File: src/rtl/boot_rom_arbiter.sv
// Round-robin, burst-limited arbiter sharing the boot ROM between the
// fetch port (0) and the load port (1), with a 1-cycle read-return pipe.
module boot_rom_arbiter #(
  parameter int BITS         = 32,
  parameter int ADDRESS_BITS = 10,
  parameter int MAX_BURST    = 4
) (
  input  logic                    CLK,
  input  logic                    RSTb,
  input  logic                    p0_req,
  input  logic [ADDRESS_BITS-1:0] p0_addr,
  output logic                    p0_ack,
  output logic                    p0_rvalid,
  output logic [BITS-1:0]         p0_rdata,
  input  logic                    p1_req,
  input  logic [ADDRESS_BITS-1:0] p1_addr,
  output logic                    p1_ack,
  output logic                    p1_rvalid,
  output logic [BITS-1:0]         p1_rdata,
  output logic [ADDRESS_BITS-1:0] rom_addr,
  input  logic [BITS-1:0]         rom_data
);

  localparam int CW = $clog2(MAX_BURST + 1);
  localparam logic [CW-1:0] MAX_CNT = CW'(MAX_BURST);

  logic          owner;
  logic          fresh;
  logic [CW-1:0] burst_cnt;
  logic          g0;
  logic          g1;
  logic          sel;

  // Until the first grant after reset the owner holds no claim,
  // so the first contention goes to port 0.
  always_comb begin
    g0 = 1'b0;
    g1 = 1'b0;
    if (p0_req && p1_req) begin
      if (!fresh && burst_cnt < MAX_CNT) begin
        g0 = !owner;
        g1 = owner;
      end else begin
        g0 = owner;
        g1 = !owner;
      end
    end else begin
      g0 = p0_req;
      g1 = p1_req;
    end
  end

  assign p0_ack = g0;
  assign p1_ack = g1;

  assign sel      = g1 | (!g0 & owner);
  assign rom_addr = sel ? p1_addr : p0_addr;

  assign p0_rdata = rom_data;
  assign p1_rdata = rom_data;

  always_ff @(posedge CLK or negedge RSTb) begin
    if (!RSTb) begin
      owner     <= 1'b1;
      fresh     <= 1'b1;
      burst_cnt <= '0;
      p0_rvalid <= 1'b0;
      p1_rvalid <= 1'b0;
    end else begin
      p0_rvalid <= g0;
      p1_rvalid <= g1;
      if (g0 || g1) begin
        fresh <= 1'b0;
        if (g1 == owner) begin
          if (burst_cnt != MAX_CNT)
            burst_cnt <= burst_cnt + 1'b1;
        end else begin
          owner     <= g1;
          burst_cnt <= CW'(1);
        end
      end else begin
        burst_cnt <= '0;
      end
    end
  end

endmodule

File: config.mk
export PLATFORM = sky130hd
export DESIGN_NAME = boot_rom_arbiter
export DESIGN_NICKNAME = d
export VERILOG_FILES = /design/src/rtl/boot_rom_arbiter.sv
export SDC_FILE = /design/constraint.sdc
export NUM_CORES = 1
export LEC_CHECK = 0
export ABC_CLOCK_PERIOD_IN_PS = 5550
export CORE_UTILIZATION = 26
export DETAILED_ROUTE_END_ITERATION = 6
export PLACE_DENSITY = 0.87
export SLEW_MARGIN = 10
export SYNTH_ARGS = -nofsm -noshare
export SYNTH_HDL_FRONTEND = slang
export SYNTH_SLANG_ARGS = --single-unit
File: constraint.sdc
create_clock -name CLK -period 5.55 [get_ports CLK]
set_input_delay 1.11 -clock CLK [delete_from_list [all_inputs] [get_ports CLK]]
set_output_delay 1.11 -clock CLK [all_outputs]
set_load 0.03 [all_outputs]
==> results.toml, run 1 <==
[route]
drc = 0
drt-initial-drc-count = 25
vias = 537
via_per_inst = 3.92
wl_per_cell_um = 13.1
drt_wl_total_um = 1790
dr.pass1.iters = 3
ant_nets = 0

[critical_path]
startpoint_type = "input pin"
criticalPathCategory = "in2out"
cp.required_ns = 4.44
setup.worst_path.start = "p0_req"
worstPathMaxFanout = 11
rr_startpoint = "burst_cnt[2]"
cp.arrival_ns = 3.58
worst_setup_path_end_kind = "output port"

[sta]
worstMarginPinSlew_ns = 0.778
finalMaxSlewViolations = 0
rsz0062_at_grt = "false"
clock_skew_ns = 0.00296
finalCritPeriodShare = 0.845
period_needed_ns = 4.69
timing.fmax_ghz = 0.213
slew_headroom = 0.480
hold_viol = 0
tns_ns = 0
finalSetupViolCount = 0

[yosys]
synth-warning-count = 0
synth.top_cell.area_share = 0.459
synthMuxAreaShare = 0.151
synth_area_leader_cell = "buf_4"
synth_cells = 116
synth-adder-area-share = 0.0239
synth-compound-area-share = 0.0597
ys_ff_latch = 7
synth.distinct_cells = 28
synth_nets = 174
synthSimpleGateAreaFrac = 0.0884
synth.area.top_cells = "buf_4, mux2_4, dfrtp_1"
synth.avg_cell_area_um2 = 9.03
synth_top_family_by_area = "buffers and inverters"
syn-cell-area_um2 = 1050
ys_seq_area_frac = 0.170
synthXorXnorAreaFrac = 0.00836

[status]
status = "complete, no violations"

[floorplanning]
dieArea_um2 = 4290
fp.dieH_um = 65.5
start_util = 0.278
io_pins = 134
rows = 22
core_area_um2 = 3770
die_width_um = 65.5

[power]
leakagePower_nw = 0.416
finalPower_mw = 0.341
peakVddDrop_mv = 0.0997
pwr_density_cell_nw_per_um2 = 338

[final_layout]
final_util = 0.268
nets = 148
finalNonFillerCells = 137
final_cell_mix = "clkdlybuf4s50_1, mux2_4, dfrtp_1, nor2_1, nand2_1"
final_area_um2 = 1010
final_common_cell = "clkdlybuf4s50_1"
n_fill_cell = 391
diodes = 0
regArea_um2 = 178
area_growth_pct = -3.46
drive_gt1_frac = 0.236
multi_input_area_um2 = 347

[global_route]
grtUsageTotal = 0.0856
grt_overflow = 0
grt_pass1_vias = 497
grt_max_degree = 12
grt_pass1_wl_um = 2630
antenna_found_initial = 0

[clock_tree]
h-tree-depth = 1
numCtsBuffers = 3
clk-insertion-delay-late_ns = 0.23
cts_hold_buf = 0
cts.sinks = 7
cts.path.max_buffers = 2
cts-resized-gates = 0
cts_tree = "built"
cts_setup_buffers = 0
cts.clk_slew.worst_paths_ns = 0.04
ctsRootBufferMaster = "clkbuf_8"

[place]
dpl.hpwl_um = 1410
post_dp_cell_area_um2 = 966
dp.cells = 133
gp_routability_congestion = 0.749
port_buffers = 37

[min_path]
min_path_type = "reg2reg"
hp-start = "fresh"

[run]
drv_cap = 0
## worst max-delay path: stages
cell and delay [ns]:
clkdlybuf4s50_1 0.63, or4b_4 0.51, o211ai_2 0.31, mux2_2 0.41, clkdlybuf4s50_1 0.60
## Yosys cell counts
cell / count
clkbuf_2: 1
nor2b_1: 1
o311ai_1: 1
a21boi_0: 1
nor3b_1: 1
mux2_4: 9
xnor2_1: 1
o21ai_0: 1
clkbuf_1: 1
nor2_1: 4
o211ai_2: 1
or4b_4: 1
and3_2: 1
dfrtp_1: 5
buf_4: 64
and4bb_2: 1
nor3_1: 1
buf_6: 2
inv_1: 3
mux2_2: 2
o211ai_1: 1
a21o_2: 1
nand3_1: 2
o21a_1: 1
ha_1: 2
a21oi_1: 1
nand2_1: 4
dfstp_2: 2
## kinds of logic after synthesis
family	Yosys count
AND/OR/NAND/NOR	16
XOR/XNOR	1
buffers and inverters	71
multiplexers	11
AO/OA/AOI/OAI	8
adder cells (fa/ha/maj)	2
flip-flops	7
## final timing paths
path                       slack (ns)     endpoint  cells past startpoint
setup reg to reg                 4.02        owner                      3
max in group asynchronous        4.10        fresh                      1
hold reg to reg                  0.52        fresh                      1
hold / removal                   0.52        fresh                      1
min in group asynchronous        1.15    p0_rvalid                      1
setup / recovery                 0.86  rom_addr[2]                      5
## state kept, by name, summed over array words and instances, names as in the netlist
name / cells
p1_rvalid: 1
fresh: 1
owner: 1
burst_cnt: 3
p0_rvalid: 1
## area by class of cell
type                            instances  share of cell area
Tap cell                               48              0.0594
Clock buffer                            4              0.0446
Timing Repair Buffer                   37               0.366
Inverter                                3              0.0111
Sequential cell                         7               0.176
Multi-Input combinational cell         38               0.343
## power by group
part	internal [mW]	switching (mW)
sequential	0.0656	0.0158
clock	0.0498	0.0236
combinational	0.0964	0.0900
## stage by stage
stage	setup WS, ns	hold WS [ns]
after floorplan	2.08	0.494
after global placement	0.931	0.514
after detailed placement	0.859	0.514
after CTS	0.851	0.522
after global routing	0.775	0.535
final	0.863	0.520
## per-layer routing
metal	vias to the layer above	part of all wire	track usage	wire length, um
li1	256	-	-	-
met1	241	0.42	0.110	749
met2	24	0.44	0.0992	797
met3	16	0.093	0.0469	166
met4	0	0.045	0.0707	80
met5	-	0	0	0
Power figures use the tool's default switching activity.
==> run 2: changes to the inputs <==
- ABC_CLOCK_PERIOD_IN_PS: 5550 -> 4250
- CORE_UTILIZATION: 26 -> 23
- PLACE_DENSITY: 0.87 -> 0.82
- clock period: 5.55 -> 4.25 ns (I/O delays scaled with it)
==> run 2 against run 1 <==
  * Via count grew 1.5%
  * Sequential power grew 30%
  * Cell area grew 2.0%
  * Flip-flop and latch count is the same
  * Power grew 31%
  * Hold slack lost 0.0027 ns
  * Register-to-register slack lost 1.3 ns
  * Critical path type unchanged
  * Largest cell class unchanged
==> results.toml, run 2 (synthesis gave the netlist of run 1 again) <==
[global_route]
grtUsageTotal = 0.0686
grt_pass1_wl_um = 2550
grt_max_degree = 12
grt_overflow = 0
antenna_found_initial = 0
grt_pass1_vias = 529

[power]
peakVddDrop_mv = 0.120
leakagePower_nw = 0.426
pwr_density_cell_nw_per_um2 = 433
finalPower_mw = 0.446

[final_layout]
final_cell_mix = "clkdlybuf4s50_1, mux2_4, dfrtp_1, nor2_1, nand2_1"
diodes = 0
nets = 150
regArea_um2 = 178
final_common_cell = "clkdlybuf4s50_1"
largest_register = "burst_cnt"
area_growth_pct = -1.55
drive_gt1_frac = 0.253
largest_reg_flops = 3
multi_input_area_um2 = 347
n_fill_cell = 455

[sta]
finalCritPeriodShare = 0.936
slew_headroom = 0.483
finalMaxSlewViolations = 0
finalSetupViolCount = 0
period_needed_ns = 3.98
rsz0062_at_grt = "false"
hold_viol = 0
timing.fmax_ghz = 0.251
tns_ns = 0
clock_skew_ns = 0.000349
worstMarginPinSlew_ns = 0.774
fin_ws_ns = 0.272

[route]
drt-initial-drc-count = 11
drc = 0
met2WireLength_um = 767
ant_nets = 0
vias = 545
m1WireLength_um = 661
drt_wl_total_um = 1650
wl_met3_um = 170
wl_per_cell_um = 11.5
via_per_inst = 3.81
dr.pass1.iters = 3
top_layer = "met4"

[clock_tree]
cts.path.max_buffers = 2
cts_hold_buf = 0
numCtsBuffers = 3
h-tree-depth = 1
cts_tree = "built"
clk-insertion-delay-late_ns = 0.23
cts_setup_buffers = 0
cts.clk_slew.worst_paths_ns = 0.04
ctsRootBufferMaster = "clkbuf_8"
cts.sinks = 7
cts-resized-gates = 0

[place]
port_buffers = 37
dp_slack_ns = 0.264
dpl.hpwl_um = 1300
gp_routability_congestion = 0.754

[floorplanning]
dieArea_um2 = 4830
io_pins = 134
fp.dieH_um = 69.5
core_area_um2 = 4350
die_width_um = 69.5
start_util = 0.241
rows = 24

[status]
status = "complete, no violations"

[critical_path]
worst_setup_path_end_kind = "output port"
critPathTopFamily = "buffers and inverters"
r2r_end = "owner"
timing.reg2reg.setup_slack_ns = 2.71
rr_startpoint = "burst_cnt[2]"
worstPathMaxFanout = 11
path_buf_inv = 2
slowest_delay_ns = 0.59
cp.required_ns = 3.40
criticalPathCategory = "in2out"
cp.arrival_ns = 3.13
crit_path_top_delay_cell = "clkdlybuf4s50_1"
path_cells = "clkdlybuf4s50_1 -> or4b_4 -> o211ai_2 -> mux2_2 -> clkdlybuf4s50_1"
cp_common_cell = "clkdlybuf4s50_1"
startpoint_type = "input pin"
r2r_cells = 3

[min_path]
hp-start = "fresh"
hold_depth = 1
min_path_type = "reg2reg"
hold_path_end = "fresh"

[run]
drv_cap = 0
## run 2: worst register-to-register path, stage by stage, from the launching register on
cell and delay [ns]:
dfrtp_1 0.49, or4b_4 0.57, o211ai_2 0.31, inv_1 0.09
## run 2: worst max-delay path by stage
| stage | cells after the start | start | to |
|---|---|---|---|
| final | 5 | p0_req | rom_addr[2] |
| after global routing | 5 | p0_req | rom_addr[2] |
| after CTS | 5 | p0_req | rom_addr[2] |
| after detailed placement | 5 | p0_req | rom_addr[2] |
| after global placement | 5 | p0_req | rom_addr[2] |
| after floorplan | 5 | p0_req | rom_addr[0] |
## run 2: where the power goes
| part | leakage (nW) | switching (mW) | total (mW) | internal (mW) |
|---|---|---|---|---|
| Sequential | 0.0834 | 0.0208 | 0.106 | 0.0856 |
| Combinational | 0.320 | 0.117 | 0.244 | 0.127 |
| Clock | 0.0228 | 0.0303 | 0.0954 | 0.0650 |
## run 2: routing by layer
| metal | global-route usage | vias to the layer above |
|---|---|---|
| met5 | 0 | - |
| met4 | 0.0408 | 0 |
| met3 | 0.0451 | 11 |
| met2 | 0.100 | 14 |
| met1 | 0.0733 | 259 |
| li1 | - | 261 |
## run 2: cell type report
class | count | area share
repair buffers | 39 | 0.374
flip-flops and latches | 7 | 0.172
clock buffers | 4 | 0.0437
well taps | 52 | 0.0631
multi-input cells | 38 | 0.336
inverters | 3 | 0.0109
## run 2: stage by stage
| stage | cell area [um^2] | hold WS, ns | utilization | instances |
|---|---|---|---|---|
| after floorplan | 1050 | 0.494 | - | 116 |
| after global placement | 986 | 0.508 | 0.226 | 139 |
| after detailed placement | 986 | 0.508 | 0.226 | 139 |
| after CTS | 1030 | 0.515 | 0.237 | 143 |
| after global routing | 1030 | 0.524 | 0.237 | 143 |
| final | 1030 | 0.517 | 0.237 | 143 |
